### src/rtl/cnn_ot_bias_act.sv
// cnn_ot_bias_act: bias add, optional ReLU, rounding requantization, saturation and CO-channel packing.
// Build option: define CNN_RELU_EN for ReLU with unsigned outputs; default build gives signed outputs.
// Ports:
//   clk          rising-edge clock
//   reset_n      asynchronous active-low reset
//   i_soft_reset synchronous clear of all state, overrides every other input
//   i_bias       CO signed biases, channel c at [c*B_BW +: B_BW]
//   i_shift      rounding right-shift amount, 0..ACI_BW
//   i_in_valid   i_in_ci_acc valid this cycle (channels arrive in order 0..CO-1)
//   i_in_ci_acc  signed accumulated sum
//   o_ot_valid   one-cycle pulse when o_ot_fmap holds a complete pixel
//   o_ot_fmap    packed results, channel c at [c*O_F_BW +: O_F_BW]
module cnn_ot_bias_act #(
    parameter int CO     = 4,
    parameter int ACI_BW = 24,
    parameter int B_BW   = 16,
    parameter int O_F_BW = 8,
    parameter int SH_BW  = 5
) (
    input  logic                   clk,
    input  logic                   reset_n,
    input  logic                   i_soft_reset,
    input  logic [CO*B_BW-1:0]     i_bias,
    input  logic [SH_BW-1:0]       i_shift,
    input  logic                   i_in_valid,
    input  logic [ACI_BW-1:0]      i_in_ci_acc,
    output logic                   o_ot_valid,
    output logic [CO*O_F_BW-1:0]   o_ot_fmap
);
    localparam int CW = (CO > 1) ? $clog2(CO) : 1;
    localparam int VW = ACI_BW + 2;
`ifdef CNN_RELU_EN
    localparam logic signed [VW-1:0] V_MAX = VW'((1 << O_F_BW) - 1);
    localparam logic signed [VW-1:0] V_MIN = '0;
`else
    localparam logic signed [VW-1:0] V_MAX = VW'((1 << (O_F_BW - 1)) - 1);
    localparam logic signed [VW-1:0] V_MIN = VW'(-(1 << (O_F_BW - 1)));
`endif
    localparam logic [CW-1:0] LAST = CW'(CO - 1);
    logic [CW-1:0]            ch_cnt, s1_tag, s2_tag;
    logic                     s1_valid, s2_valid;
    logic [B_BW-1:0]          bias;
    logic signed [ACI_BW:0]   sum, s1_sum;
    logic [SH_BW-1:0]         s1_shift;
    logic signed [VW-1:0]     v, rnd, shd;
    logic [O_F_BW-1:0]        res, s2_res;
    logic [CO*O_F_BW-1:0]     slots, word;
    // Stage 1 operands: bias of the channel this input is tagged with.
    always_comb begin
        bias = i_bias[ch_cnt*B_BW +: B_BW];
        sum  = $signed({i_in_ci_acc[ACI_BW-1], i_in_ci_acc})
             + $signed({{(ACI_BW+1-B_BW){bias[B_BW-1]}}, bias});
    end
    // Stage 2: the shift amount travels with the sum so a change only affects later inputs.
    // A zero shift gives a zero rounding term, so the value passes through unchanged.
    always_comb begin
        v = $signed({s1_sum[ACI_BW], s1_sum});
`ifdef CNN_RELU_EN
        if (s1_sum[ACI_BW]) v = '0;
`endif
        rnd = (s1_shift == '0) ? '0 : $signed({{(VW-1){1'b0}}, 1'b1} << (s1_shift - 1'b1));
        shd = (v + rnd) >>> s1_shift;
        res = (shd > V_MAX) ? V_MAX[O_F_BW-1:0] : (shd < V_MIN) ? V_MIN[O_F_BW-1:0] : shd[O_F_BW-1:0];
    end
    // Stage 3: current slots with the arriving element merged in, so the last channel lands in the same cycle.
    always_comb begin
        word = slots;
        word[s2_tag*O_F_BW +: O_F_BW] = s2_res;
    end
    always_ff @(posedge clk or negedge reset_n) begin
        if (!reset_n) begin
            ch_cnt     <= '0;
            s1_valid   <= 1'b0;
            s1_tag     <= '0;
            s1_sum     <= '0;
            s1_shift   <= '0;
            s2_valid   <= 1'b0;
            s2_tag     <= '0;
            s2_res     <= '0;
            slots      <= '0;
            o_ot_valid <= 1'b0;
            o_ot_fmap  <= '0;
        end else if (i_soft_reset) begin
            ch_cnt     <= '0;
            s1_valid   <= 1'b0;
            s1_tag     <= '0;
            s1_sum     <= '0;
            s1_shift   <= '0;
            s2_valid   <= 1'b0;
            s2_tag     <= '0;
            s2_res     <= '0;
            slots      <= '0;
            o_ot_valid <= 1'b0;
            o_ot_fmap  <= '0;
        end else begin
            if (i_in_valid) begin
                ch_cnt   <= (ch_cnt == LAST) ? '0 : ch_cnt + 1'b1;
                s1_tag   <= ch_cnt;
                s1_sum   <= sum;
                s1_shift <= i_shift;
            end
            s1_valid <= i_in_valid;
            if (s1_valid) begin
                s2_tag <= s1_tag;
                s2_res <= res;
            end
            s2_valid <= s1_valid;
            if (s2_valid) slots <= word;
            o_ot_valid <= s2_valid && (s2_tag == LAST);
            if (s2_valid && (s2_tag == LAST)) o_ot_fmap <= word;
        end
    end
endmodule

### config.mk
export PLATFORM = sky130hd
export DESIGN_NAME = cnn_ot_bias_act
export DESIGN_NICKNAME = d
export VERILOG_FILES = /design/src/rtl/cnn_ot_bias_act.sv
export SDC_FILE = /design/constraint.sdc
export NUM_CORES = 1
export LEC_CHECK = 0
export CORE_MARGIN = 1
export CORE_UTILIZATION = 55
export DETAILED_ROUTE_END_ITERATION = 10
export PLACE_DENSITY = 0.77
export SLEW_MARGIN = 20
export SYNTH_ARGS = -nofsm -noshare
export SYNTH_HDL_FRONTEND = slang
export SYNTH_SLANG_ARGS = --single-unit
export TNS_END_PERCENT = 50
### constraint.sdc
create_clock -name clk -period 13.7 [get_ports clk]
set_input_delay 2.055 -clock clk [delete_from_list [all_inputs] [get_ports clk]]
set_output_delay 2.055 -clock clk [all_outputs]
set_load 0.02 [all_outputs]
* Word level (Yosys, flattened, before mapping)
Index checks and enable logic that the tools add are counted.
Storage, ports and cells: bits in registers 111
Operators by class: shift operators 5, $add $sub $neg 5, reduce and logical (&&, ||, !) cells 6, mux-type cells 24, equality and inequality tests 2, order comparisons 2
Operators by type and width (count):
- $mux W32 | 4
- $shiftx A64 B7 Y16 | 1
- $mux W25 | 2
- $neg A5 Y34 | 1
- $shift A8 B34 Y32 const A | 1
- $shiftx A8 B34 Y32 | 1
- $bwmux W32 | 1
- $mux W8 | 4
- $add A25 B26 Y26 | 1
- $gt A26 B8 Y1 const B | 1
- $lt A26 B8 Y1 const B | 1
- $mux W26 | 1
- $shl A1 B5 Y26 const A | 1
- $sshr A26 B5 Y26 | 1
- $add A24 B16 Y25 | 1
- $mux W2 | 7
- $mux W5 | 2
- $reduce_bool A2 Y1 | 4
- $logic_not A5 Y1 | 1
- $sub A5 B1 Y5 const B | 1
- $eq A2 B2 Y1 const B | 2
- $mux W1 | 3
- $add A2 B1 Y2 const B | 1
- $logic_and A1 B1 Y1 | 1

* Depth between registers and ports, before layout
depth in word-level cells 10, depth in mapped cells 20, depth with buffers taken out 17

* Worst setup path after synthesis
Ideal clock, no wire load.
path type in2reg, start in i_bias[48], end reg s1_sum[24], path slack 8407 ps, arrival 5207 ps, cell stages on the path 15, required time 13614 ps, path buffers 0, cells stage by stage mux4_2 -> ha_1 -> fa_1 -> a21o_1 -> a21o_1 -> a2111oi_0 -> o31ai_1 -> o211ai_1 -> a21o_1 -> a21o_1 -> a21oi_1 -> o21a_1 -> o21ai_0 -> a31oi_1 -> nor3_1
Between the ends: word-level cells in the longest chain between the ends 4
Ends and longest elaborated chain:
- start, declared | RTL line 23 | input logic [CO*B_BW-1:0] i_bias,
- $shiftx A64 B7 Y16 | RTL line 50 | bias = i_bias[ch_cnt*B_BW +: B_BW];
- $add A24 B16 Y25 | RTL line 52 | + $signed({{(ACI_BW+1-B_BW){bias[B_BW-1]}}, bias});
- $mux W25 | RTL line 96 | if (i_in_valid) begin
- $mux W25 | RTL line 83 | end else if (i_soft_reset) begin
- end signal, assigned | RTL line 99 | s1_sum <= sum;
- end, declared | RTL line 43 | logic signed [ACI_BW:0] sum, s1_sum;
Every way passes these cells. The select of a mux whose other input is x is not followed. A chain may end at the register's enable or synchronous reset.

* Worst setup path after layout
start reg s1_shift[0], end reg s2_res[6]
Between the ends: word-level cells in the longest chain between the ends 10, elaborated cells between the ends (all ways) 12
Ends and longest elaborated chain:
- start, declared | RTL line 44 | logic [SH_BW-1:0] s1_shift;
- start signal, assigned | RTL line 100 | s1_shift <= i_shift;
- $sub A5 B1 Y5 | RTL line 61 | rnd = (s1_shift == '0) ? '0 : $signed({{(VW-1){1'b0}}, 1'b1} << (s1_shift - 1'b1));
- $shl A1 B5 Y26 | RTL line 61
- $mux W26 | RTL line 61
- $add A25 B26 Y26 | RTL line 62 | shd = (v + rnd) >>> s1_shift;
- $sshr A26 B5 Y26 * | RTL line 62
- $lt A26 B8 Y1 | RTL line 63 | res = (shd > V_MAX) ? V_MAX[O_F_BW-1:0] : (shd < V_MIN) ? V_MIN[O_F_BW-1:0] : shd[O_F_BW-1:0];
- $mux W8 | RTL line 63
- $mux W8 * | RTL line 63
- $mux W8 * | RTL line 103 | if (s1_valid) begin
- $mux W8 * | RTL line 83
- end signal, assigned | RTL line 105 | s2_res <= res;
- end, declared | RTL line 46 | logic [O_F_BW-1:0] res, s2_res;
Every way passes the cells marked *; elsewhere a longest branch is shown, timed or not. The select of a mux whose other input is x is not followed.

==> flow_summary_export.csv <==
group,metric,value,unit
status,run_status,"completed",
logic_synthesis,async_flop_share,100,%
clock_network,cts_buffers,9,
setup_path,crit_fanout,34,
setup_path,start_kind,"flop",
flow_run,maxCapViolCount,0,
sta,fmax,159,MHz
clock_network,insertion_delay,0.36,ns
floorplan,die_y,134,µm
power,p_leak,4.76,nW
power,p_per_area,89.1,nW/µm²
sta,hold_viol_final,0,
grt,gr-total-overflow,0,
layout,fillers,1433,
routing,viasPerCell,6.68,
grt,grt_max_degree,56,
clock_network,cts-root-buf,"clkbuf_16",
layout,final_layout_size_suffix_gt1_share,7.34,%
logic_synthesis,synthCells,1150,
floorplan,start_util,57.1,%
routing,drt_first_pass_iters,5,
floorplan,dieArea,18000,µm²
floorplan,coreArea,16800,µm²
logic_synthesis,ys.flop_type,"dfrtp_1",
floorplan,num_rows,47,
logic_synthesis,syn_nets,1304,
clock_network,h-tree-depth,3,
floorplan,die_w,134,µm
grt,antenna_found_initial,0,
placement,place.gp.congestion,0.956,
sta,worst_slew_pin_slew,1.10,ns
setup_path,end_kind,"flop",
sta,period_minus_slack,6.29,ns
clock_network,clockBufferDepth,2,
floorplan,io_pins,130,
layout,final_common_cell,"nor2_1",
layout,fin_util,66.8,%
placement,port_buffers,129,
placement,dpl_worst_slack,7.58,ns
clock_network,cts_tree,"yes",
sta,fin_worst_skew,0.0118,ns
grt,grt_pass1_wl,46.5,mm
sta,period_share,45.9,%
clock_network,post_cts_resized,0,
logic_synthesis,synth_edf_count,0,
routing,via_count,9666,
clock_network,cts_num_sinks,103,
clock_network,post-cts-setup-buffers,0,
sta,setup_viol,0,
sta,slew_violations,0,
placement,place_area,10900,µm²
sta,rsz0062_at_grt,"false",
logic_synthesis,ys_seq_area_share,26.8,%
routing,routed_wl,28.7,mm
layout,final_area,11200,µm²
layout,diodes,0,
routing,drc_errors,0,
layout,final_nets,1375,
clock_network,clk_pin_slew,0.08,ns
setup_path,path_class,"reg -> reg",
logic_synthesis,synth.distinct_cells,94,
placement,dp_hpwl,21.3,mm
sta,setup_ws,7.41,ns
min_path,hold_class,"reg -> reg",
clock_network,cts_hold_buf,0,
routing,wl_per_cell,19.8,µm
power,peakVddDrop,67.6,µV
setup_path,crit_required,13.96,ns
logic_synthesis,synth_seq_cells,103,
sta,slew_headroom,26.9,%
setup_path,cp_data_arrival_time,6.56,ns
sta,setup_tns,0,ns
logic_synthesis,ys.warnings.count,0,
routing,drt_iter0_drc,1200,
logic_synthesis,synth_area,9610,µm²
routing,ant_nets,0,
grt,grt.total_usage,32.3,%
logic_synthesis,avgSynthCellArea,8.36,µm²
grt,first_global_vias,9167,
layout,synthToLayoutAreaGrowth,16.8,%
layout,final_cell_mix,"nor2_1, clkdlybuf4s50_1, dfrtp_1, nand2_1, a21oi_1",
## worst max-delay path, cell delays in order, from the launching register on
cell,delay (ns)
dfrtp_1,0.37
buf_4,0.25
inv_1,0.58
nand2_1,0.57
nor2_1,0.37
ha_1,0.30
a211oi_2,0.28
o21ai_2,0.15
a221oi_4,0.40
o41ai_4,0.17
o21ai_4,0.28
xor2_1,0.82
a21oi_1,0.07
a2111oi_0,0.46
o211ai_1,0.18
nor4bb_1,0.35
a32oi_1,0.32
a22oi_1,0.27
## report_power, final
part	switching, mW	leakage [nW]	internal, mW	total (mW)
clock	0.136	0.150	0.132	0.268
combinational	0.228	3.20	0.166	0.394
sequential	0.0200	1.41	0.319	0.339
## synthesized netlist by cell type, drive strengths merged, types with 4 or more instances
cell | instances | area (µm²)
o31ai | 4 | 35.0
xnor2 | 28 | 287
and3 | 10 | 67.6
a2111oi | 8 | 90.1
and4 | 4 | 35.0
dfrtp | 103 | 2580
nor4b | 4 | 41.3
o21bai | 4 | 30.0
o21ai | 42 | 229
a22oi | 33 | 248
a21oi | 64 | 328
a221oi | 34 | 315
nand4 | 13 | 81.3
nor2 | 180 | 676
mux2i | 51 | 523
nand2b | 9 | 56.3
or2 | 6 | 37.5
a21o | 21 | 158
o21a | 12 | 90.1
or4 | 5 | 41.3
o2111ai | 4 | 35.0
inv | 25 | 93.8
nor2b | 4 | 25.0
a211oi | 25 | 193
and2 | 10 | 62.6
nand2 | 100 | 375
o22ai | 9 | 56.3
a32oi | 5 | 43.8
o211ai | 15 | 113
clkbuf | 54 | 203
ha | 55 | 688
mux4 | 21 | 477
nor3 | 41 | 210
or3 | 10 | 62.6
mux2 | 5 | 56.3
a211o | 8 | 70.1
a31oi | 12 | 75.1
buf | 26 | 125
xor2 | 9 | 78.8
nand3 | 31 | 155
## kinds of logic (layout without fill, tap and decap cells)
| logic type | count (synthesis) | after routing | synth area share [%] |
|---|---|---|---|
| adder cells (fa/ha/maj) | 57 | 57 | 7.58 |
| XOR/XNOR | 37 | 37 | 3.80 |
| AO/OA/AOI/OAI | 332 | 332 | 25.4 |
| multiplexers | 77 | 77 | 11.0 |
| AND/OR/NAND/NOR | 437 | 437 | 20.9 |
| buffers and inverters | 107 | 183 | 4.46 |
| flip-flops | 103 | 103 | 26.8 |
## sequential cells by signal, summed over array words and instances, names as in the netlist, 2 cells and up
name and flops:
o_ot_fmap 32, s2_tag 2, s1_shift 5, s1_tag 2
ch_cnt 2, slots 24, s2_res 8, s1_sum 25
## worst paths after layout
| path | from | endpoint | slack (ns) | cells after the start |
|---|---|---|---|---|
| worst max-delay path | s1_shift[0] | s2_res[6] | 7.41 | 17 |
| worst min-delay path | s1_sum[16] | s1_sum[16] | 0.53 | 1 |
| worst max register to register | s1_shift[0] | s2_res[6] | 7.41 | 17 |
| worst min register to register | s1_sum[16] | s1_sum[16] | 0.53 | 1 |
| max in group asynchronous | reset_n | s1_sum[9] | 10.83 | 2 |
| min in group asynchronous | reset_n | s1_shift[2] | 1.71 | 1 |
## cell type report
type,instances,area [µm²],area share (%)
Multi-Input combinational cell,940,6610,58.8
Sequential cell,103,2580,23.0
Timing Repair Buffer,140,1360,12.1
Clock buffer,9,225,2.01
Inverter,27,101,0.903
Clock inverter,7,81.3,0.724
Tap cell,220,275,2.45
## metrics by stage
stage | total power [mW] | instances | hold slack, ns
after CTS | 0.997 | 1446 | 0.534
final | 1.00 | 1446 | 0.530
after global placement | 0.726 | 1430 | 0.506
after detailed placement | 0.730 | 1430 | 0.519
after global routing | 1.05 | 1446 | 0.556
after floorplan | 0.614 | 1150 | 0.456
## routing by layer
metal	routed length, µm	GRT usage [%]	vias up	part of all wire [%]
met5	0	0	-	0
met4	1000	13.2	0	3.5
met3	2330	4.57	86	8.1
met1	11700	42.8	4549	41
li1	-	-	4478	-
met2	13700	53.0	553	48
Power figures use the tool's default switching activity.
